**src/rtl/multicycle_controller.sv**
```systemverilog
// multicycle_controller
//
// Control FSM for the multicycle RISC-V core. It steps the shared datapath
// (one ALU, one unified memory port, one register file) through fetch,
// decode, execute, memory and writeback, and stalls on mem_ready in the
// states that access memory.
//
// Optional feature macro: MC_ILLEGAL_TRAP_EN
//   defined   : unknown opcodes enter TRAP (halts until reset); the `illegal`
//               port exists and is high in TRAP.
//   undefined : unknown opcodes fall back to FETCH (2-cycle NOP); no TRAP
//               state and no `illegal` port.
//
// Ports:
//   clk        core clock, rising edge
//   reset      asynchronous active-high reset, forces FETCH
//   op         opcode from IR
//   funct3     funct3 from IR
//   Zero       ALU result == 0
//   ALUR31     ALU result bit 31
//   mem_ready  memory completes the current access this cycle
//   PCWrite    PC load enable
//   AdrSrc     memory address select (0 PC, 1 ALUOut)
//   MemWrite   memory write strobe
//   IRWrite    IR / OldPC load enable
//   RegWrite   register-file write enable
//   ResultSrc  00 ALUOut, 01 Data, 10 ALUResult, 11 ImmExt
//   ALUSrcA    00 PC, 01 OldPC, 10 RD1
//   ALUSrcB    00 RD2, 01 ImmExt, 10 constant 4
//   ALUOp      00 add, 01 subtract, 10 funct-decoded
//   ImmSrc     000 I, 001 S, 010 B, 011 J, 100 U (from op)
//   state      current state for debug
//   illegal    high in TRAP (macro builds only)
//
// state    | meaning
// ---------+---------------------------------------------
// FETCH    | read instruction at PC, PC <= PC+4
// DECODE   | ALUOut <= OldPC + imm, dispatch on op
// MEMADR   | ALUOut <= RD1 + imm (load/store address)
// MEMREAD  | read data memory at ALUOut
// MEMWB    | write load data to rd
// MEMWRITE | write RD2 to memory at ALUOut
// EXECUTER | ALUOut <= RD1 op RD2
// EXECUTEI | ALUOut <= RD1 op imm
// ALUWB    | write ALUOut to rd
// BRANCH   | compare RD1/RD2, PC <= ALUOut if taken
// JAL      | PC <= ALUOut, ALUOut <= OldPC+4
// JALR     | PC <= RD1 + imm
// LINKWB   | rd <= OldPC+4
// LUI      | rd <= ImmExt
// TRAP     | illegal opcode, halted until reset

module multicycle_controller (
    input  logic       clk,
    input  logic       reset,
    input  logic [6:0] op,
    input  logic [2:0] funct3,
    input  logic       Zero,
    input  logic       ALUR31,
    input  logic       mem_ready,
    output logic       PCWrite,
    output logic       AdrSrc,
    output logic       MemWrite,
    output logic       IRWrite,
    output logic       RegWrite,
    output logic [1:0] ResultSrc,
    output logic [1:0] ALUSrcA,
    output logic [1:0] ALUSrcB,
    output logic [1:0] ALUOp,
    output logic [2:0] ImmSrc,
    output logic [3:0] state
`ifdef MC_ILLEGAL_TRAP_EN
    ,
    output logic       illegal
`endif
);

    localparam logic [6:0] OP_LOAD   = 7'b0000011;
    localparam logic [6:0] OP_STORE  = 7'b0100011;
    localparam logic [6:0] OP_RTYPE  = 7'b0110011;
    localparam logic [6:0] OP_IALU   = 7'b0010011;
    localparam logic [6:0] OP_BRANCH = 7'b1100011;
    localparam logic [6:0] OP_JAL    = 7'b1101111;
    localparam logic [6:0] OP_JALR   = 7'b1100111;
    localparam logic [6:0] OP_LUI    = 7'b0110111;
    localparam logic [6:0] OP_AUIPC  = 7'b0010111;

    typedef enum logic [3:0] {
        S_FETCH    = 4'd0,
        S_DECODE   = 4'd1,
        S_MEMADR   = 4'd2,
        S_MEMREAD  = 4'd3,
        S_MEMWB    = 4'd4,
        S_MEMWRITE = 4'd5,
        S_EXECUTER = 4'd6,
        S_EXECUTEI = 4'd7,
        S_ALUWB    = 4'd8,
        S_BRANCH   = 4'd9,
        S_JAL      = 4'd10,
        S_JALR     = 4'd11,
        S_LINKWB   = 4'd12,
        S_LUI      = 4'd13
`ifdef MC_ILLEGAL_TRAP_EN
        ,
        S_TRAP     = 4'd14
`endif
    } state_t;

    state_t state_q, state_d;

    always_ff @(posedge clk or posedge reset) begin
        if (reset) begin
            state_q <= S_FETCH;
        end else begin
            state_q <= state_d;
        end
    end

    assign state = state_q;

    // Immediate format follows the opcode directly, independent of state.
    always_comb begin
        ImmSrc = 3'b000;
        case (op)
            OP_STORE:          ImmSrc = 3'b001;
            OP_BRANCH:         ImmSrc = 3'b010;
            OP_JAL:            ImmSrc = 3'b011;
            OP_LUI, OP_AUIPC:  ImmSrc = 3'b100;
            default:           ImmSrc = 3'b000;
        endcase
    end

    logic illegal_d;

    always_comb begin
        state_d   = state_q;
        PCWrite   = 1'b0;
        AdrSrc    = 1'b0;
        MemWrite  = 1'b0;
        IRWrite   = 1'b0;
        RegWrite  = 1'b0;
        ResultSrc = 2'b00;
        ALUSrcA   = 2'b00;
        ALUSrcB   = 2'b00;
        ALUOp     = 2'b00;
        illegal_d = 1'b0;

        case (state_q)
            S_FETCH: begin
                ALUSrcB   = 2'b10;
                ResultSrc = 2'b10;
                // PC and IR load only on the cycle the fetch completes.
                IRWrite   = mem_ready;
                PCWrite   = mem_ready;
                if (mem_ready) state_d = S_DECODE;
            end
            S_DECODE: begin
                ALUSrcA = 2'b01;
                ALUSrcB = 2'b01;
                case (op)
                    OP_LOAD, OP_STORE: state_d = S_MEMADR;
                    OP_RTYPE:          state_d = S_EXECUTER;
                    OP_IALU:           state_d = S_EXECUTEI;
                    OP_BRANCH:         state_d = S_BRANCH;
                    OP_JAL:            state_d = S_JAL;
                    OP_JALR:           state_d = S_JALR;
                    OP_LUI:            state_d = S_LUI;
                    OP_AUIPC:          state_d = S_ALUWB;
`ifdef MC_ILLEGAL_TRAP_EN
                    default:           state_d = S_TRAP;
`else
                    default:           state_d = S_FETCH;
`endif
                endcase
            end
            S_MEMADR: begin
                ALUSrcA = 2'b10;
                ALUSrcB = 2'b01;
                state_d = (op == OP_LOAD) ? S_MEMREAD : S_MEMWRITE;
            end
            S_MEMREAD: begin
                AdrSrc = 1'b1;
                if (mem_ready) state_d = S_MEMWB;
            end
            S_MEMWB: begin
                ResultSrc = 2'b01;
                RegWrite  = 1'b1;
                state_d   = S_FETCH;
            end
            S_MEMWRITE: begin
                AdrSrc   = 1'b1;
                MemWrite = 1'b1;
                if (mem_ready) state_d = S_FETCH;
            end
            S_EXECUTER: begin
                ALUSrcA = 2'b10;
                ALUOp   = 2'b10;
                state_d = S_ALUWB;
            end
            S_EXECUTEI: begin
                ALUSrcA = 2'b10;
                ALUSrcB = 2'b01;
                ALUOp   = 2'b10;
                state_d = S_ALUWB;
            end
            S_ALUWB: begin
                RegWrite = 1'b1;
                state_d  = S_FETCH;
            end
            S_BRANCH: begin
                ALUSrcA = 2'b10;
                ALUOp   = 2'b01;
                case (funct3)
                    3'b000:  PCWrite = Zero;
                    3'b001:  PCWrite = ~Zero;
                    3'b101:  PCWrite = ~ALUR31;
                    default: PCWrite = 1'b0;
                endcase
                state_d = S_FETCH;
            end
            S_JAL: begin
                ALUSrcA = 2'b01;
                ALUSrcB = 2'b10;
                PCWrite = 1'b1;
                state_d = S_ALUWB;
            end
            S_JALR: begin
                ALUSrcA   = 2'b10;
                ALUSrcB   = 2'b01;
                ResultSrc = 2'b10;
                PCWrite   = 1'b1;
                state_d   = S_LINKWB;
            end
            S_LINKWB: begin
                ALUSrcA   = 2'b01;
                ALUSrcB   = 2'b10;
                ResultSrc = 2'b10;
                RegWrite  = 1'b1;
                state_d   = S_FETCH;
            end
            S_LUI: begin
                ResultSrc = 2'b11;
                RegWrite  = 1'b1;
                state_d   = S_FETCH;
            end
`ifdef MC_ILLEGAL_TRAP_EN
            S_TRAP: begin
                illegal_d = 1'b1;
                state_d   = S_TRAP;
            end
`endif
            // Unused encodings recover to FETCH with all enables low.
            default: state_d = S_FETCH;
        endcase
    end

`ifdef MC_ILLEGAL_TRAP_EN
    assign illegal = illegal_d;
`else
    logic unused_illegal;
    assign unused_illegal = illegal_d;
`endif

endmodule

```
**config.mk**
```make
export PLATFORM = sky130hd
export DESIGN_NAME = multicycle_controller
export DESIGN_NICKNAME = d
export VERILOG_FILES = /design/src/rtl/multicycle_controller.sv
export SDC_FILE = /design/constraint.sdc
export NUM_CORES = 1
export LEC_CHECK = 0
export BUFFER_PORTS_ARGS = -buffer_cell sky130_fd_sc_hd__buf_2
export CORE_MARGIN = 3
export CORE_UTILIZATION = 46
export CTS_CLUSTER_SIZE = 16
export DETAILED_ROUTE_END_ITERATION = 8
export PLACE_DENSITY = 0.85
export SKIP_CTS_REPAIR_TIMING = 1
export SYNTH_ARGS = -nofsm -noshare
export SYNTH_HDL_FRONTEND = slang
export SYNTH_SLANG_ARGS = --single-unit
```
**constraint.sdc**
```tcl
create_clock -name clk -period 2.85 [get_ports clk]
set_input_delay 0.4275 -clock clk [delete_from_list [all_inputs] [get_ports clk]]
set_output_delay 0.4275 -clock clk [all_outputs]
set_load 0.01 [all_outputs]
```
# Yosys cells after proc, flatten, opt, wreduce, memory -nomap -nowiden
# Index checks and enable logic that the tools add are counted.
[totals]
latch_bits = 0
n_memories = 0
ram_bits = 0
out_inout_bits = 20
romBits = 0
regBits = 4
input_bits = 15
[op_classes]
reduce_logical = 15
multipliers = 0
n_eq_ne = 27
shifts = 0
n_bitwise = 2
div = 0
n_addsub = 0
n_lt_le_gt_ge = 0
n_mux = 17
[ops]
columns = ["op", "count"]
rows = [
  ["one-hot mux 4 bit (8 select lines)", 1],
  ["one-hot mux 4 bit (7 select lines)", 1],
  ["equality test 4 bit (second input constant)", 6],
  ["equality test 7 x 6 -> 1 bit (second input constant)", 3],
  ["equality test 7 bit (second input constant)", 3],
  ["equality test 4 x 3 -> 1 bit (second input constant)", 4],
  ["equality test 7 x 5 -> 1 bit (second input constant)", 2],
  ["two-way mux 4 bit", 3],
  ["one-hot mux 2 bit (2 select lines)", 3],
  ["one-hot mux 3 bit (4 select lines)", 1],
  ["OR reduction 3 bit", 4],
  ["OR reduction 2 bit", 5],
  ["equality test 4 x 2 -> 1 bit (second input constant)", 2],
  ["OR reduction 4 bit", 2],
  ["equality test 7 x 2 -> 1 bit (second input constant)", 1],
  ["!= test 2 bit (second input constant)", 3],
  ["one-hot mux 1 bit (3 select lines)", 2],
  ["one-hot mux 2 bit (3 select lines)", 1],
  ["OR reduction 5 bit", 1],
  ["equality test 4 x 1 -> 1 bit (second input constant)", 1],
  ["zero test 4 bit", 1],
  ["two-way mux 1 bit", 4],
  ["equality test 3 x 1 -> 1 bit (second input constant)", 1],
  ["equality test 3 bit (second input constant)", 1],
  ["other kinds (4)", 5],
]

# Logic depth before layout (Yosys ltp)
[logic_depth]
ltp_word = 4
ltp_mapped = 6
mapped_depth_nobuf = 4

# Least setup slack after synthesis
# No wires, ideal clock.
[synth_path]
path_type = "reg-to-output"
from = "register state_q[0], in the netlist state[0]"
to = "output PCWrite"
path_stages_with_launch = 7
required_ns = 2.423
setup_slack_ns = 0.938
arrival_ns = 1.484
cell_sequence = "dfrtp_1 clkbuf_2 nand2b_1 clkbuf_1 nor3b_1 nand2b_1 o22ai_1"
[synth_via]
elab_chain_cells = 3
word_cells_on_any_way = 6
cone_classes = "eq/ne: 3; mux: 1; reduce/logical: 2"
[synth_rtl]
columns = ["element", "line", "rtl"]
rows = [
  ["start: declaration", "109", "state_t state_q, state_d;"],
  ["start signal: assignment", "115", "state_q <= state_d;"],
  ["equality test 4 bit", "148", "case (state_q)"],
  ["OR reduction 2 bit (no source line)", "-", ""],
  ["one-hot mux 1 bit (3 select lines) *", "148", ""],
  ["end: declaration", "61", "output logic PCWrite,"],
]
# Mark *: on every way between the ends. The rest lies on a longest branch, timed or not.

# Worst setup path in the final report
# Same ends and word-level chain as after synthesis.

==> metrics.md <==
| Metric | Value |
|---|---|
| Outcome | `complete, no violations` |
| H-tree Lvls | `1` |
| Least-Margin Pin Slew | `0.515 ns` |
| Max Slew Vio Count | `0` |
| CTS Sinks | `4` |
| Maxcap violations | `0` |
| VDD IR-drop max | `0.000224 V` |
| Initial DRC count | `17` |
| Num ports | `35` |
| EDFF count, synth | `0` |
| DP HPWL | `1.30 mm` |
| Pre-Repair DR Iteration Count | `4` |
| Initial Util | `53.6%` |
| CP arrival | `1.81 ns` |
| Nets | `around 140` |
| Psw | `0.156 mW` |
| Clk pwr share | `20.5%` |
| DR vias/cell | `5.65` |
| Share of layout cells above drive strength 1 | `31.7%` |
| Worst-path maximum fanout | `19` |
| Initial antenna violation count | `0` |
| DIE WIDTH | `43.6 um` |
| Synthesized cell area | `around 650 sq um` |
| Die outline height | `around 44 um` |
| Switch share | `43.9%` |
| HP Class | `in2async` |
| Yosys warnings | `0` |
| Gr ovfl total | `0` |
| Pwr/cell area | `436 mW/mm^2` |
| Antenna-violating nets left | `0` |
| Minimum clock period | `2.23 ns` |
| Max Clk Rate | `roughly 450 MHz` |
| Main flop type after synthesis | `dfrtp_1` |
| CTS root buf | `clkbuf_4` |
| Row count | `12` |
| Crit start category | `register` |
| CTS Buffer Depth | `2` |
| Internal | `roughly 0.20 mW` |
| Reg2reg end | `state[2]` |
| Worst R2R Setup Slack | `about 1.1 ns` |
| Largest register FFs | `4` |
| Period utilization | `roughly 78%` |
| Post-Synthesis Cells | `98` |
| Num CTS Buffers | `3` |
| Vias | `791` |
| Routability cong. | `0.786` |
| Tot Pwr | `0.356 mW` |
| Total negative setup slack | `0 ns` |
| Final Skew | `0.00257 ns` |
| Largest net degree at the start of global routing | `22` |
| Most frequent cells in the layout | `buf_2, nor2_1, a21oi_1` |
| CORE AREA | `0.00122 sq mm` |
| Layout area overhead | `25.1%` |
| RSZ-0062 raised after global routing | `false` |
| Critical R2R Launch | `state[0]` |
| DR WL/cell | `11.7 um` |
| Crit. End Element | `output pin` |
| Critical path class | `reg2out` |
| # diodes | `0` |
| Synth cell types | `36` |
| FF-to-FF path depth | `4` |
| Die area | `0.00190 sq mm` |
| CP required | `2.42 ns` |
| Worst-path clk slew | `0.04 ns` |
| First-pass GRT wire length | `2.94 mm` |
| Final-report hold violation count | `0` |
| Routed WL | `1.63 mm` |
| Register area share after synthesis | `15.4%` |
| Port bufs | `34` |
| Share of total power in combinational logic | `52.4%` |
| Sequential share of power | `a little over a quarter` |
| Final setup viols | `0` |
| Average size of a mapped cell | `6.65 sq um` |
| CTS tree | `yes` |
| Clk_lat worst skew | `0.24 ns` |
| Leak | `0.391 nW` |
| DRC | `0` |
| Yosys reg bits | `4` |
| Commonest non-fill, non-tap cell in the layout | `buf_2` |
| Mapped Nets | `113` |
| Total GRT Usage | `around a fifth` |
| Slew HR | `65.7%` |
| Async SR Flop Fraction | `100%` |
| Vias in the first global route | `705` |
| Fillers | `112` |
[worst max-delay path, stage by stage, from the launching register on]
cell and delay (ns):
dfrtp_1 0.65, nand2b_1 0.29, nor3b_1 0.30, nand2b_1 0.08
o22ai_1 0.09, buf_2 0.15
[power groups by stage]
stage,clock network [mW],logic [mW],registers (mW)
final,0.0729,0.187,0.0965
after global routing,0.0806,0.210,0.100
after CTS,0.0751,0.189,0.0965
after detailed placement,0,0.188,0.0971
after global placement,0,0.184,0.0968
after floorplan,0,0.156,0.0729
[logic make-up (layout without fill, tap and decap cells)]
kind of cell	Yosys count	after routing	share of synthesized area, %
muxes	3	3	4.80
DFF	4	4	15.4
and+or+nand+nor	49	49	42.8
buffers and inverters	12	40	8.83
AOI/OAI and AO/OA	30	30	28.2
[metrics by stage]
| step | std cells | hold WS [ns] | setup slack [ns] | area (sq um) | util, % |
|---|---|---|---|---|---|
| after floorplan | 98 | 0.194 | 0.938 | 652 | - |
| after global placement | 137 | 0.306 | 0.933 | 793 | 65.2 |
| after detailed placement | 137 | 0.314 | 0.876 | 793 | 65.2 |
| after CTS | 140 | 0.0572 | 0.608 | 816 | 67.1 |
| after global routing | 140 | 0.0780 | 0.446 | 816 | 67.1 |
| final | 140 | 0.0582 | 0.617 | 816 | 67.1 |
[cell usage after synthesis (all sizes together) (2+ instances only)]
cell type | n | area (sq um)
a21oi | 11 | 55.1
buf | 2 | 18.8
clkbuf | 7 | 27.5
dfrtp | 4 | 100
inv | 3 | 11.3
mux2i | 2 | 20.0
nand2 | 4 | 15.0
nand2b | 8 | 50.1
nand3 | 5 | 25.0
nor2 | 13 | 48.8
nor2b | 5 | 31.3
nor3 | 2 | 10.0
nor3b | 3 | 22.5
nor4b | 2 | 17.5
o21ai | 6 | 30.0
o22ai | 2 | 12.5
o31ai | 2 | 15.0
[metal layers]
metal | up-vias | wire, um | share of wire (%) | GRT usage, %
met5 | - | 0 | 0 | 0
met4 | 0 | 29 | 1.8 | 12.0
met3 | 5 | 90 | 5.5 | 4.15
met2 | 30 | 779 | 48 | 30.2
met1 | 343 | 735 | 45 | 25.6
li1 | 413 | - | - | -
[how the worst max path moves through the flow]
stage             start  endpoint  slack [ns]
5_1_grt        state[0]   PCWrite        0.45
2_1_floorplan  state[0]   PCWrite        0.94
4_1_cts        state[0]   PCWrite        0.61
3_5_place_dp   state[0]   PCWrite        0.88
6_report       state[0]   PCWrite        0.62
3_3_place_gp   state[0]   PCWrite        0.93
[layout make-up]
| class | count | area, sq um | area share, % |
|---|---|---|---|
| Clock buffer | 3 | 22.5 | 2.76 |
| Inverter | 3 | 11.3 | 1.38 |
| Multi-Input combinational cell | 82 | 494 | 60.6 |
| Sequential cell | 4 | 100 | 12.3 |
| Tap cell | 14 | 17.5 | 2.15 |
| Timing Repair Buffer | 34 | 170 | 20.9 |
No activity file was read; power rests on OpenSTA's default activity.
